==> src/rtl/gpio_ctrl_pkg.sv <==
// gpio_ctrl_pkg: shared constants and types for the Wishbone GPIO controller.
//   - word offsets (adr_i[4:2]) of the register map
//   - maximum supported pin count
//   - bus handshake state type
package gpio_ctrl_pkg;

   localparam int unsigned GPIO_MAX_WIDTH = 32;

   localparam logic [2:0] GPIO_OUT        = 3'd0;
   localparam logic [2:0] GPIO_DIR        = 3'd1;
   localparam logic [2:0] GPIO_IN         = 3'd2;
   localparam logic [2:0] GPIO_RISE_EN    = 3'd3;
   localparam logic [2:0] GPIO_FALL_EN    = 3'd4;
   localparam logic [2:0] GPIO_IRQ_STATUS = 3'd5;
   localparam logic [2:0] GPIO_IRQ_MASK   = 3'd6;

   typedef enum logic {
      StIdle,
      StResp
   } bus_state_t;

endpackage

==> src/rtl/gpio_ctrl_sync.sv <==
// sync_edge: multi-flop synchroniser for a vector of asynchronous inputs, plus one
// extra delayed copy of the synchronised value for edge detection.
// Ports:
//   clk_i, rst_i : clock, asynchronous active-high reset
//   din          : asynchronous inputs
//   sync         : din after SYNC_STAGES flops
//   sync_d       : sync delayed by one more cycle
module sync_edge #(
   parameter int unsigned WIDTH       = 8,
   parameter int unsigned SYNC_STAGES = 2
) (
   input  logic             clk_i,
   input  logic             rst_i,
   input  logic [WIDTH-1:0] din,
   output logic [WIDTH-1:0] sync,
   output logic [WIDTH-1:0] sync_d
);

   // Stage 0 samples the pad; stage SYNC_STAGES-1 is the settled value.
   logic [SYNC_STAGES-1:0][WIDTH-1:0] chain_q;
   logic [WIDTH-1:0]                  delay_q;

   always_ff @(posedge clk_i or posedge rst_i) begin
      if (rst_i) begin
         chain_q <= '0;
         delay_q <= '0;
      end else begin
         chain_q <= {chain_q[SYNC_STAGES-2:0], din};
         delay_q <= chain_q[SYNC_STAGES-1];
      end
   end

   assign sync   = chain_q[SYNC_STAGES-1];
   assign sync_d = delay_q;

endmodule

==> src/rtl/gpio_ctrl.sv <==
// gpio_ctrl: Wishbone-slave GPIO controller with per-pin direction, synchronised
// inputs and edge-detect interrupts (W1C status, masked level irq).
// Ports:
//   clk_i, rst_i                : clock, asynchronous active-high reset
//   stb_i, cyc_i, we_i          : Wishbone strobe, cycle, write enable
//   adr_i, sel_i, dat_i         : byte address, byte selects, write data
//   dat_o, ack_o, err_o, rty_o  : read data and terminations (rty_o tied low)
//   pin_input                   : asynchronous pad inputs
//   pin_output, pin_oe          : output values and drive enables
//   irq_o                       : registered level interrupt
module gpio_ctrl
   import gpio_ctrl_pkg::*;
#(
   parameter logic [31:0] BASE_ADDRESS = 32'h0,
   parameter int unsigned WIDTH        = 8,
   parameter int unsigned SYNC_STAGES  = 2
) (
   input  logic             clk_i,
   input  logic             rst_i,
   input  logic             stb_i,
   input  logic             cyc_i,
   input  logic             we_i,
   input  logic [31:0]      adr_i,
   input  logic [3:0]       sel_i,
   input  logic [31:0]      dat_i,
   output logic [31:0]      dat_o,
   output logic             ack_o,
   output logic             err_o,
   output logic             rty_o,
   input  logic [WIDTH-1:0] pin_input,
   output logic [WIDTH-1:0] pin_output,
   output logic [WIDTH-1:0] pin_oe,
   output logic             irq_o
);

   bus_state_t state_q;

   logic [WIDTH-1:0] out_q, dir_q, rise_en_q, fall_en_q, status_q, mask_q;
   logic [WIDTH-1:0] sync, sync_d, rise, fall, clr, wdat;
   logic [GPIO_MAX_WIDTH-1:0] rdata;
   logic [2:0] offset;
   logic in_window, req, bad, wr;

   // Byte lane bits and write-data bits above WIDTH carry no information.
   logic unused_bits;
   assign unused_bits = ^{dat_i, adr_i[1:0]};

   sync_edge #(
      .WIDTH      (WIDTH),
      .SYNC_STAGES(SYNC_STAGES)
   ) u_sync (
      .clk_i (clk_i),
      .rst_i (rst_i),
      .din   (pin_input),
      .sync  (sync),
      .sync_d(sync_d)
   );

   assign offset    = adr_i[4:2];
   assign in_window = (adr_i[31:5] == BASE_ADDRESS[31:5]);
   assign req       = stb_i & cyc_i & in_window & (state_q == StIdle) & ~ack_o & ~err_o;
   assign bad       = (sel_i != 4'hF) | (offset == 3'd7) | (we_i & (offset == GPIO_IN));
   assign wr        = req & we_i & ~bad;
   assign wdat      = dat_i[WIDTH-1:0];

   assign rise = sync & ~sync_d & rise_en_q;
   assign fall = ~sync & sync_d & fall_en_q;
   assign clr  = (wr && offset == GPIO_IRQ_STATUS) ? wdat : '0;

   always_comb begin
      rdata = '0;
      case (offset)
         GPIO_OUT:        rdata[WIDTH-1:0] = out_q;
         GPIO_DIR:        rdata[WIDTH-1:0] = dir_q;
         GPIO_IN:         rdata[WIDTH-1:0] = sync;
         GPIO_RISE_EN:    rdata[WIDTH-1:0] = rise_en_q;
         GPIO_FALL_EN:    rdata[WIDTH-1:0] = fall_en_q;
         GPIO_IRQ_STATUS: rdata[WIDTH-1:0] = status_q;
         GPIO_IRQ_MASK:   rdata[WIDTH-1:0] = mask_q;
         default:         rdata = '0;
      endcase
   end

   // Register file; status set terms are OR'd after the clear so a
   // simultaneous event wins over a W1C.
   always_ff @(posedge clk_i or posedge rst_i) begin
      if (rst_i) begin
         out_q     <= '0;
         dir_q     <= '0;
         rise_en_q <= '0;
         fall_en_q <= '0;
         status_q  <= '0;
         mask_q    <= '0;
      end else begin
         status_q <= (status_q & ~clr) | rise | fall;
         if (wr) begin
            case (offset)
               GPIO_OUT:      out_q     <= wdat;
               GPIO_DIR:      dir_q     <= wdat;
               GPIO_RISE_EN:  rise_en_q <= wdat;
               GPIO_FALL_EN:  fall_en_q <= wdat;
               GPIO_IRQ_MASK: mask_q    <= wdat;
               default: ;
            endcase
         end
      end
   end

   always_ff @(posedge clk_i or posedge rst_i) begin
      if (rst_i) begin
         irq_o <= 1'b0;
      end else begin
         irq_o <= |(status_q & mask_q);
      end
   end

   // Bus handshake: one-cycle ack/err pulse, read data held only during RESP.
   always_ff @(posedge clk_i or posedge rst_i) begin
      if (rst_i) begin
         state_q <= StIdle;
         ack_o   <= 1'b0;
         err_o   <= 1'b0;
         dat_o   <= '0;
      end else begin
         case (state_q)
            StIdle: begin
               if (req) begin
                  state_q <= StResp;
                  ack_o   <= ~bad;
                  err_o   <= bad;
                  dat_o   <= (we_i | bad) ? '0 : rdata;
               end
            end
            StResp: begin
               state_q <= StIdle;
               ack_o   <= 1'b0;
               err_o   <= 1'b0;
               dat_o   <= '0;
            end
            default: state_q <= StIdle;
         endcase
      end
   end

   assign rty_o      = 1'b0;
   assign pin_output = out_q;
   assign pin_oe     = dir_q;

endmodule

==> config.mk <==
export PLATFORM = sky130hd
export DESIGN_NAME = gpio_ctrl
export DESIGN_NICKNAME = d
export VERILOG_FILES = /design/src/rtl/gpio_ctrl_pkg.sv /design/src/rtl/gpio_ctrl_sync.sv /design/src/rtl/gpio_ctrl.sv
export SDC_FILE = /design/constraint.sdc
export NUM_CORES = 1
export LEC_CHECK = 0
export BUFFER_PORTS_ARGS = -buffer_cell sky130_fd_sc_hd__buf_2
export CAP_MARGIN = 20
export CORE_MARGIN = 4
export CORE_UTILIZATION = 50
export DETAILED_ROUTE_END_ITERATION = 16
export PLACE_DENSITY = 0.83
export SYNTH_ARGS = -nofsm -noshare
export SYNTH_HDL_FRONTEND = slang
export SYNTH_HIERARCHICAL = 1
export SYNTH_SLANG_ARGS = --single-unit
==> constraint.sdc <==
create_clock -name clk_i -period 2.6 [get_ports clk_i]
set_input_delay 0.52 -clock clk_i [delete_from_list [all_inputs] [get_ports clk_i]]
set_output_delay 0.52 -clock clk_i [all_outputs]
set_load 0.005 [all_outputs]
==> reports/results.ini <==
[min_path]
hold_path.class = input pin to asynchronous set/reset pin

[grt]
first_global_vias = 2970
grt_pass1_wl_mm = 14.6
grt_max_degree = 33
antenna_found_initial = 1
grt.overflow.total = 0
grt_usage_pct = 21.3

[floorplan]
io_pins = 133
dieArea_um2 = 9240
initial_utilization_pct = 52.4
num_rows = 31
die_h_um = 96.1
core_area_um2 = 7410
die_w_um = 96.1

[logic_synthesis]
ys_seq_area_share_pct = 54.2
ys_seq_elements = 84
synth_warnings = 6
synthSimpleGateAreaFrac_pct = 10.8
synth-edff-count = 0
synth_top_flop_cell = dfrtp_1
synth_cells = 317
ys_types = 42
muxShareOfSynthArea_pct = 16.8
synth_area_um2 = 3880
async_flop_share_pct = 100
synth_compound_area_share_pct = 10.3
synth_xor_area_share_pct = 0
yosys.area_share.adder_pct = 0
synth_top_family_by_area = multiplexers
synth_area_per_cell_um2 = 12.2

[sta]
rsz0062_at_grt = false
worst_pin_slew_ns = 0.667
fin_crit_ns = 2.28
slew-limit-headroom_pct = 55.5
clock.fmax_ghz = 0.438
finalSetupViolations = 0
hold_violations = 0
timing.final.crit_share_pct = 87.8
slew_viol_final = 0
setup-tns-final_ns = 0
finalClockSkew_ns = 0.00472

[finish]
synthToLayoutAreaGrowth_pct = 18.1
finalCoreUtilization_pct = 61.9
drive_gt1_share_pct = 40.3
fillers = 586
final_nets = 483

[power_and_ir_drop]
power_density_nw_per_um2 = 586
power_mw = 2.69
ir_drop_mv = 0.461
static-leakage-power_nw = 2.36

[worst_setup_path]
reg2reg_from = state_q$_DFF_PP0_
slowest_stage = dfrtp_1
crit_arrival_ns = 2.53
crit_chain = and4bb_2 -> nand4_1 -> nor3_2 -> buf_4 -> nand4b_2 -> mux2_2
max_stage_delay_ns = 0.46
crit_buf_inv = 1
r2r-end = pin_oe[1]$_DFFE_PP0P_
setup.worst_path.class = register to register
path_delay_family = simple AND/OR/NAND/NOR gates
worstPathRequired_ns = 2.85
path_max_fanout = 8
cp-start-kind = register
r2r_slack_ns = 0.32
rr_worst_depth = 6
endpoint_kind = register

[clocking]
numCtsBuffers = 9
cts_setup_buffers = 0
clk_pin_slew_ns = 0.08
hold_buffers = 0
cts_resized = 0
cts_sinks = 84
clockRootBuffer = clkbuf_8
tritoncts = yes
htree_levels = 3
cts_max_path_buffers = 2
insertion_delay_ns = 0.36

[detailed_routing]
routed_wl_mm = 9.32
drcViolationCount = 0
wl_per_cell_um = 18.4
first_pass_iters = 4
initialDrtViolationCount = 155
vias_per_cell = 5.67
ant_nets = 0
vias = 2874

[place]
gp_congestion = 0.880
hpwl_mm = 6.73
io_buffers = 81

[job]
maxCapViolCount = 0

[outcome]
run_status = completed

-- per-layer routing --
layer	vias up	GRT usage, %	share of wire (%)
li1	1286	-	-
met1	1419	26.6	39
met4	0	6.40	1.6
met5	-	0	0
met2	154	36.7	50
met3	15	4.85	10
-- cells in the final DEF (no fill, tap or decap), types with 2 or more instances in the layout --
cell | netlist | layout
dfrtp_1 | 84 | 84
buf_2 | 1 | 81
mux2_2 | 43 | 43
conb_1 | 1 | 25
nand2_1 | 16 | 16
o21ai_0 | 16 | 16
buf_4 | 33 | 12
mux2i_1 | 10 | 10
nand3_1 | 9 | 9
clkbuf_8 | 0 | 9
nand3b_1 | 8 | 8
a21o_1 | 8 | 8
nor4_1 | 7 | 7
nor2_1 | 7 | 7
a22oi_1 | 6 | 6
a22o_1 | 5 | 5
o211ai_1 | 5 | 5
nand4_1 | 4 | 4
a21oi_1 | 4 | 4
a31oi_1 | 4 | 4
bufinv_16 | 0 | 4
nor2b_1 | 3 | 3
inv_1 | 4 | 3
nand2b_1 | 3 | 3
mux4_2 | 3 | 3
o2111ai_1 | 3 | 3
nand3_2 | 2 | 2
nand4_2 | 2 | 2
and2_1 | 2 | 2
a32o_1 | 2 | 2
clkinv_2 | 0 | 2
-- power breakdown --
group          switching [mW]  total (mW)  internal, mW  leakage (nW)
combinational          0.0969       0.157        0.0597          1.13
clock                   0.462        1.19         0.733         0.133
sequential             0.0109        1.33          1.32          1.10
total                   0.570        2.69          2.12          2.36
-- registers in the layout, summed over array words and instances (netlist names) --
signal and cells:
u_sync/sync 8, fall_en_q 8, pin_oe 8, irq_o 1, mask_q 8, dat_o 8
u_sync/sync_d 8, state_q 1, status_q 8, ack_o 1, u_sync/chain_q 8, pin_output 8
err_o 1, rise_en_q 8
-- worst max-delay path by stage --
stage                      start               endpoint  slack [ns]  cells after the start
2_1_floorplan          adr_i[30]  pin_oe[0]$_DFFE_PP0P_        0.52                      5
3_3_place_gp           adr_i[30]  pin_oe[0]$_DFFE_PP0P_        0.18                      7
3_5_place_dp           adr_i[14]  pin_oe[5]$_DFFE_PP0P_        0.06                      7
4_1_cts        state_q$_DFF_PP0_  pin_oe[5]$_DFFE_PP0P_        0.33                      6
5_1_grt        state_q$_DFF_PP0_  pin_oe[3]$_DFFE_PP0P_        0.23                      6
6_report       state_q$_DFF_PP0_  pin_oe[1]$_DFFE_PP0P_        0.32                      6
-- synth_stat cells, types with 2 or more instances --
| library cell | number | area (um2) |
|---|---|---|
| dfrtp_1 | 84 | 2100 |
| mux2_2 | 43 | 484 |
| buf_4 | 33 | 248 |
| nand2_1 | 16 | 60.1 |
| o21ai_0 | 16 | 80.1 |
| mux2i_1 | 10 | 100 |
| clkbuf_1 | 9 | 33.8 |
| nand3_1 | 9 | 45.0 |
| a21o_1 | 8 | 60.1 |
| nand3b_1 | 8 | 60.1 |
| nor2_1 | 7 | 26.3 |
| nor4_1 | 7 | 43.8 |
| a22oi_1 | 6 | 45.0 |
| a22o_1 | 5 | 43.8 |
| o211ai_1 | 5 | 37.5 |
| a21oi_1 | 4 | 20.0 |
| a31oi_1 | 4 | 25.0 |
| inv_1 | 4 | 15.0 |
| nand4_1 | 4 | 25.0 |
| mux4_2 | 3 | 67.6 |
| nand2b_1 | 3 | 18.8 |
| nor2b_1 | 3 | 18.8 |
| o2111ai_1 | 3 | 26.3 |
| a32o_1 | 2 | 20.0 |
| and2_1 | 2 | 12.5 |
| nand3_2 | 2 | 20.0 |
| nand4_2 | 2 | 25.0 |
-- worst min-delay path, stage by stage --
cell   delay [ns]
buf_2        0.11
inv_1        0.04
buf_4        0.30
-- final cells by class --
class | instances | area (um2) | area share, %
Clock buffer | 9 | 124 | 2.70
Multi-Input combinational cell | 209 | 1560 | 34.1
Antenna cell | 1 | 2.50 | 0.0546
Timing Repair Buffer | 94 | 515 | 11.2
Clock inverter | 7 | 139 | 3.03
Inverter | 4 | 15.0 | 0.327
Tap cell | 99 | 124 | 2.70
Sequential cell | 84 | 2100 | 45.8
-- metrics by stage --
step | setup WS [ns] | area (um2) | hold slack [ns] | instances
after floorplan | 0.516 | 3970 | 0.331 | 341
after global placement | 0.185 | 4320 | 0.334 | 490
after detailed placement | 0.0621 | 4320 | 0.335 | 490
after CTS | 0.330 | 4580 | 0.222 | 506
after global routing | 0.231 | 4590 | 0.235 | 507
final | 0.317 | 4590 | 0.212 | 507
-- kinds of logic after synthesis --
kind of cell           count (synthesis)
AO/OA/AOI/OAI                         58
buffers and inverters                 48
multiplexers                          56
other                                  1
flip-flops                            84
AND/OR/NAND/NOR                       70
Power figures use the tool's default switching activity.
